<file path="src/rtl/acc_ctrl_pkg.sv">
// Shared types and default sizing for the accumulator write scheduler.
package acc_ctrl_pkg;

    typedef enum logic {
        IDLE  = 1'b0,
        BURST = 1'b1
    } acc_state_t;

    localparam int unsigned DefDataWidth = 32;
    localparam int unsigned DefNumReq    = 4;
    localparam int unsigned DefBurstLen  = 4;

endpackage

</file>
<file path="src/rtl/acc_write_scheduler_rr_select.sv">
// Combinational round-robin pick: first set request at or after ptr, wrapping.
module rr_select #(
    parameter int unsigned NumReq = 4,
    parameter int unsigned IdxW   = 2
) (
    input  logic [NumReq-1:0] req,
    input  logic [IdxW-1:0]   ptr,
    output logic              any,
    output logic [NumReq-1:0] onehot,
    output logic [IdxW-1:0]   idx
);

    logic [IdxW-1:0] cand;

    // Scan from ptr upward and take the first active requester.
    always_comb begin
        any    = 1'b0;
        onehot = '0;
        idx    = '0;
        cand   = '0;
        for (int unsigned k = 0; k < NumReq; k++) begin
            cand = IdxW'((32'(ptr) + k) % NumReq);
            if (!any && req[cand]) begin
                any          = 1'b1;
                onehot[cand] = 1'b1;
                idx          = cand;
            end
        end
    end

endmodule

</file>
<file path="src/rtl/acc_write_scheduler.sv">
// Arbitrates PE-column bursts into the shared ACC FIFO and drains the FIFO
// through a single-register valid/ready output stage.
module acc_write_scheduler
    import acc_ctrl_pkg::*;
#(
    parameter int unsigned DataWidth = DefDataWidth,
    parameter int unsigned NumReq    = DefNumReq,
    parameter int unsigned BurstLen  = DefBurstLen
) (
    input  logic                        clk,
    input  logic                        aclr,
    input  logic [NumReq-1:0]           Req,
    input  logic [NumReq*DataWidth-1:0] ReqData,
    output logic [NumReq-1:0]           Grant,
    output logic [NumReq-1:0]           BurstDone,
    input  logic                        Full,
    input  logic                        Empty,
    output logic                        Push,
    output logic [DataWidth-1:0]        PushData,
    output logic                        Pop,
    input  logic [DataWidth-1:0]        FifoData,
    output logic                        OutValid,
    output logic [DataWidth-1:0]        OutData,
    input  logic                        OutReady
);

    localparam int unsigned IdxW  = (NumReq > 1) ? $clog2(NumReq) : 1;
    localparam int unsigned BeatW = $clog2(BurstLen + 1);

    acc_state_t        state;
    acc_state_t        state_nxt;
    logic [IdxW-1:0]   owner;
    logic [NumReq-1:0] owner_oh;
    logic [IdxW-1:0]   rr_ptr;
    logic [BeatW-1:0]  beat;

    logic              sel_any;
    logic [NumReq-1:0] sel_onehot;
    logic [IdxW-1:0]   sel_idx;

    logic              owner_req;
    logic              last_beat;
    logic              burst_end;

    rr_select #(
        .NumReq (NumReq),
        .IdxW   (IdxW)
    ) u_rr_select (
        .req    (Req),
        .ptr    (rr_ptr),
        .any    (sel_any),
        .onehot (sel_onehot),
        .idx    (sel_idx)
    );

    assign owner_req = |(Req & owner_oh);
    assign last_beat = (beat == BeatW'(BurstLen - 1));
    assign burst_end = Push & last_beat;

    // FSM state register.
    always_ff @(posedge clk) begin
        if (aclr) begin
            state <= IDLE;
        end else begin
            state <= state_nxt;
        end
    end

    // Next state: claim a requester from IDLE, return after the final beat.
    always_comb begin
        state_nxt = state;
        case (state)
            IDLE:    if (sel_any)   state_nxt = BURST;
            BURST:   if (burst_end) state_nxt = IDLE;
            default: state_nxt = IDLE;
        endcase
    end

    // FSM outputs: the owner's word is accepted whenever it is offered and
    // the FIFO has room; reset forces these low even before the first edge.
    always_comb begin
        Push  = (state == BURST) & owner_req & ~Full & ~aclr;
        Grant = Push ? owner_oh : '0;
    end

    // Ownership, beat counting, round-robin pointer and completion pulse.
    always_ff @(posedge clk) begin
        if (aclr) begin
            owner     <= '0;
            owner_oh  <= '0;
            rr_ptr    <= '0;
            beat      <= '0;
            BurstDone <= '0;
        end else begin
            BurstDone <= burst_end ? owner_oh : '0;
            if (state == IDLE && sel_any) begin
                owner    <= sel_idx;
                owner_oh <= sel_onehot;
            end
            if (Push) begin
                if (last_beat) begin
                    beat   <= '0;
                    rr_ptr <= (owner == IdxW'(NumReq - 1)) ? '0 : owner + IdxW'(1);
                end else begin
                    beat <= beat + BeatW'(1);
                end
            end
        end
    end

    // Steer the owner's data slice onto the FIFO write bus.
    always_comb begin
        PushData = '0;
        for (int unsigned i = 0; i < NumReq; i++) begin
            if (owner == IdxW'(i)) begin
                PushData = ReqData[i*DataWidth +: DataWidth];
            end
        end
    end

    // Pop whenever the output register is free or being consumed this cycle.
    always_comb begin
        Pop = ~Empty & (~OutValid | OutReady) & ~aclr;
    end

    // Output register: load on pop, clear valid once consumed, else hold.
    always_ff @(posedge clk) begin
        if (aclr) begin
            OutValid <= 1'b0;
            OutData  <= '0;
        end else if (Pop) begin
            OutValid <= 1'b1;
            OutData  <= FifoData;
        end else if (OutReady) begin
            OutValid <= 1'b0;
        end
    end

endmodule
</file>
<file path="config.mk">
export PLATFORM = sky130hd
export DESIGN_NAME = acc_write_scheduler
export DESIGN_NICKNAME = d
export VERILOG_FILES = /design/src/rtl/acc_ctrl_pkg.sv /design/src/rtl/acc_write_scheduler_rr_select.sv /design/src/rtl/acc_write_scheduler.sv
export SDC_FILE = /design/constraint.sdc
export NUM_CORES = 1
export LEC_CHECK = 0
export BUFFER_PORTS_ARGS = -buffer_cell sky130_fd_sc_hd__buf_2
export CAP_MARGIN = 0
export CORE_MARGIN = 5
export CORE_UTILIZATION = 38
export DETAILED_ROUTE_END_ITERATION = 6
export GPL_TIMING_DRIVEN = 0
export HOLD_SLACK_MARGIN = 0.02
export PLACE_DENSITY = 0.79
export SYNTH_ARGS = -nofsm -noshare
export SYNTH_HDL_FRONTEND = slang
export SYNTH_SLANG_ARGS = --single-unit
</file>
<file path="constraint.sdc">
create_clock -name clk -period 2.2 [get_ports clk]
set_clock_uncertainty 0.05 [all_clocks]
set_input_delay 0.22 -clock clk [delete_from_list [all_inputs] [get_ports clk]]
set_output_delay 0.22 -clock clk [all_outputs]
set_load 0.02 [all_outputs]
</file>
# Word-level counts from Yosys, hierarchy flattened
# Index checks and enable logic that the tools add are counted.
# classes
addsub	5
magnitude_cmp	8
eq_ne	4
n_mux	40
n_bitwise	17
reduce_logical	16
# ops
cell	count
two-way mux 32 bit	4
two-way mux 4 bit	5
two-way mux 1 bit	16
< comparator 2 x 3 -> 1 bit, second input constant	4
OR 4 bit	3
two-way mux 2 bit	5
binary-select mux 1 bit (select 2 bit)	4
demux 1 bit (select 2 bit)	4
>= comparator 2 x 1 -> 1 bit, second input constant	4
logical AND 1 bit	8
bitwise AND 1 bit	6
inverter 1 bit	6
adder 2 x 1 -> 2 bit, second input constant	2
adder 2 bit, second input constant	2
bitwise AND 4 bit	1
equality test 2 bit, second input constant	2
OR reduction 4 bit	1
adder 3 x 1 -> 3 bit, second input constant	1
equality test 3 x 2 -> 1 bit, second input constant	1
zero test 1 bit	3
two-way mux 3 bit	1
equality test 2 x 1 -> 1 bit, second input constant	1
zero test 2 bit	1
one-hot mux 1 bit (2 select lines)	1
other kinds (4)	4
# word_totals
reg_bits	49
input_bits	169
output_inout_bits	75
wordCells	98

# Longest topological paths before layout
# logic_depth
depth_word	14
mapped_depth	9
ltp_nobuf	7

# Cells and area by module
# Synthesis repeated with hierarchy kept, for this count alone.
# hier_totals
hier_cells	376
area_unflattened_um2	3503.4
# modules_own_cells
mod	instances	cells_per_inst	area_each_um2	seq_area_each_um2
acc_write_scheduler	1	331	3084.2	980.9
rr_select	1	45	419.2	0.0

# Worst setup path before layout
# OpenSTA, ideal clock, no wires.
# synth_path
path_kind	reg2reg
from	register rr_ptr[0]
to	register owner_oh[0]
setup_time_ns	0.148
t_arrival_ns	2.200
required_time_ns	2.002
path_slack_ns	-0.198
path_stages_with_launch	9
path_buffers	2
period_less_slack_ns	2.398
cell_sequence	dfxtp_1 buf_2 inv_1 ha_1 buf_6 mux4_2 a221oi_1 a2bb2oi_1 a211oi_1
# synth_between
elab_chain_cells	13
word_cells_on_any_way	49
cone_classes	add/sub (3); order compare (8); mux (24); bitwise (3); reduce/logical (11)
# synth_lines
item	line_no	rtl
start, declared	acc_write_scheduler.sv:34	logic [IdxW-1:0] rr_ptr;
start signal, assigned	acc_write_scheduler.sv:103	rr_ptr <= (owner == IdxW'(NumReq - 1)) ? '0 : owner + IdxW'(1);
parallel branches: the longest is 13 deep, another holds < comparator 2 x 3 -> 1 bit	-	
end signal, assigned	acc_write_scheduler.sv:98	owner_oh <= sel_onehot;
end, declared	acc_write_scheduler.sv:33	logic [NumReq-1:0] owner_oh;
# Several ways; the timed one is not identified. The select of a mux whose other input is x is not followed.
# A chain may end at the register's enable or synchronous reset.

# Worst setup path in the final report
# layout_path
from	register rr_ptr[1]
to	register owner[1]
# layout_between
elab_chain_cells	13
word_cells_on_any_way	26
cone_classes	add/sub (3); mux (16); reduce/logical (7)
# layout_lines
item	line_no	rtl
parallel branches: the longest is 13 deep, another holds adder 2 x 1 -> 2 bit	-	
end signal, assigned	acc_write_scheduler.sv:97	owner <= sel_idx;
end, declared	acc_write_scheduler.sv:32	logic [IdxW-1:0] owner;
# Several ways; the timed one is not identified. The select of a mux whose other input is x is not followed.

==> results.txt <==
Worst slew margin -> 42.49%
r2r worst-path depth -> 8
Yosys reg bits -> 49
Tot GR Track Use -> 23.02%
Post-Layout Cell Count -> 855
Max stage delay cell, worst path -> mux4_2
CTS tree -> built
Placed Cells -> 839
critical-path cell list -> inv_6, ha_4, mux4_2, nor2b_4, buf_4, a221o_1, nand4_1, a31oi_1
port bufs -> 242
final-report setup violation count -> 1
GP Congestion -> 0.9593
Worst Hold Class -> in2reg
clock net sink count -> 49
initial core utilization -> 39.17%
Layout area overhead -> 51.47%
drt first pass iters -> 5
Diodes inserted -> 0
CP required -> 2.37 ns
drc violations -> 0
failing checks -> setup timing
WL per Instance -> 16.49 um
HPWL after DPL -> 11.16 mm
CP max FO -> 7
Critical Path Sink Type -> register
chip height -> 104.8 um
peak supply drop -> 0.0005550 V
Yosys Warn Count -> 0
Hold Startpoint -> FifoData[4]
leading cell type in the layout, fill and taps excluded -> buf_2
DR vias/cell -> 5.346
clk buf depth -> 2
Syn Inst Count -> 489
CP Depth -> 8
worst stage delay on the critical path -> 0.59 ns
r2r setup slk -> -0.002 ns
slack of the critical path -> -0.002024 ns
die width -> 104.8 um
share of cells above drive strength 1 -> 42.70%
Setup crit start kind -> register
Pwr Total -> 2.605 mW
fraction of registers with async set/reset -> 0%
Final Slew Violations -> 0
Top FF cell, synth -> dfxtp_1
Layout Nets -> 925
r2r endpoint -> owner[1]
Buffers & Inverters on Critical Path -> 2
Worst EP arrival -> 2.37 ns
Hold-fix buffers, CTS -> 0
GR Overflow Total -> 0
Tightest Pin Transition -> 0.8627 ns
Die ar. -> 0.01099 mm^2
final WL -> 14.10 mm
Clock Tree Root -> clkbuf_8
largest net degree at the start of global routing -> 15
CTS H-tree lvls -> 2
routed vias -> 4571
reg2reg start -> rr_ptr[1]
most frequent cells in the layout -> buf_2, nand2_1, o21ai_1, a21oi_1, dfxtp_1
Worst-path clk slew -> 0.09 ns
std cell rows -> 34
Post-synth EDFFs -> 0
Synth cell types -> 39
syn_nets -> 668
initial antenna violation count -> 0
Hold Path Depth -> 3
period utilization -> 100.1%
register area share after synthesis -> 28.72%
Post-DRT Antenna Nets -> 0
number of global-route vias before repair -> 4529
RSZ-0062 raised after global routing -> yes
TritonCTS Buffers -> 5
I/O pins -> 244
Critical Setup Path Class -> reg2reg
Final Critical Period -> 2.202 ns
first-pass GRT wire length -> 21.62 mm
worst hold endpoint -> OutData[4]
Power Dens Cells -> 503.5 mW/mm^2
status -> finished with violations
Iteration-0 DRC Markers -> 187
clock latency on the worst-skew pair -> 0.29 ns
synthesized area -> 0.003416 mm^2
Mapped Avg Cell Area -> 6.985 um^2
Hold Violations, Final -> 0
fill count -> 797
cell family with most CP delay -> multiplexers
CORE AREA -> 0.008721 mm^2
FMAX -> 454.1 MHz
Max-Cap Viols -> 0
Leak -> 2.443 nW
[cell usage after synthesis (3+ instances only)]
cell type / instances / area (um^2)
and3_1: 4 / 25.02
clkbuf_1: 37 / 138.9
a211oi_1: 4 / 30.03
mux2i_1: 4 / 40.04
inv_1: 4 / 15.01
nor2_1: 20 / 75.07
dfxtp_1: 49 / 980.9
nand2_1: 94 / 352.8
nand3b_1: 30 / 225.2
nor2b_1: 6 / 37.54
o21ai_1: 68 / 340.3
nor3b_1: 5 / 37.54
a22oi_1: 6 / 45.04
nand2b_1: 35 / 219.0
buf_2: 5 / 25.02
a221oi_1: 5 / 43.79
a21oi_1: 69 / 345.3
mux2_1: 3 / 33.78
and2_1: 5 / 31.28
ha_1: 10 / 125.1
a2bb2oi_1: 4 / 35.03
nor3_1: 3 / 15.01
[sequential cells by signal, summed over array words and instances, names as in the netlist]
signal     flops
BurstDone      4
OutData       32
OutValid       1
beat           3
owner          2
owner_oh       4
rr_ptr         2
state          1
[where the power goes]
group | total [mW] | internal (mW) | switching, mW
clock | 0.568 | 0.284 | 0.284
combinational | 1.06 | 0.451 | 0.608
sequential | 0.978 | 0.940 | 0.0384
[final cells by class]
class / count / area (um^2) / area share (%)
Clock buffer: 7 / 96.34 / 1.862
Tap cell: 108 / 135.1 / 2.612
Sequential cell: 49 / 996.0 / 19.25
Clock inverter: 1 / 5.005 / 0.09674
Inverter: 5 / 36.28 / 0.7013
Timing Repair Buffer: 255 / 1336 / 25.83
Multi-Input combinational cell: 392 / 2369 / 45.78
Buffer: 38 / 200.2 / 3.869
[logic make-up (layout without fill, tap and decap cells)]
| logic type | Yosys count | count (layout) | share of synthesized area (%) |
|---|---|---|---|
| muxes | 10 | 10 | 3.809 |
| and+or+nand+nor | 209 | 209 | 31.50 |
| buffers and inverters | 48 | 306 | 5.677 |
| DFF | 49 | 49 | 28.72 |
| AOI/OAI and AO/OA | 163 | 163 | 26.63 |
| adders and majority gates | 10 | 10 | 3.663 |
[how the worst max path moves through the flow]
stage | from | slack, ns | endpoint
global route | rr_ptr[1] | -0.10 | owner_oh[2]
detailed placement | rr_ptr[1] | -0.35 | owner_oh[3]
CTS | rr_ptr[0] | -0.06 | owner_oh[1]
floorplan | rr_ptr[0] | -0.02 | owner_oh[0]
finish | rr_ptr[1] | -0.002 | owner[1]
global placement | rr_ptr[1] | -0.25 | owner_oh[0]
[metal layers]
layer	track usage, %	part of all wire, %	routed length (um)
met5	0	0	0
met2	42.99	52	7345
met4	7.123	2.5	358
met3	5.487	8.5	1202
met1	25.52	37	5195
[through the flow]
stage                     hold slack, ns  area, um^2    TNS, ns  worst slack, ns  utilization, %
after detailed placement          0.3751        4812     -2.906          -0.3548           55.18
after global routing             0.06111        5174    -0.4255          -0.1009           59.33
after floorplan                   0.2846        3466   -0.07042         -0.01824               -
after global placement            0.3685        4812     -1.654          -0.2470           55.18
final                            0.07143        5174  -0.002024        -0.002024           59.33
after CTS                        0.06721        5042    -0.2052         -0.05828           57.82
[timing repair]
item / in CTS / in global routing
gates cloned: 0 / 0
setup buffers: 8 / 5
setup endpoints to repair: 42 / 38
hold endpoints to repair: 0 / 0
gates resized for setup: 36 / 41
pin swaps: 12 / 9
[worst reg2reg max path, stage by stage, from the launching register on]
cell	delay [ns]
dfxtp_4	0.39
inv_6	0.05
ha_4	0.27
mux4_2	0.59
nor2b_4	0.27
buf_4	0.16
a221o_1	0.10
nand4_1	0.07
a31oi_1	0.16
Note: power is estimated with default switching activity, not from simulation.
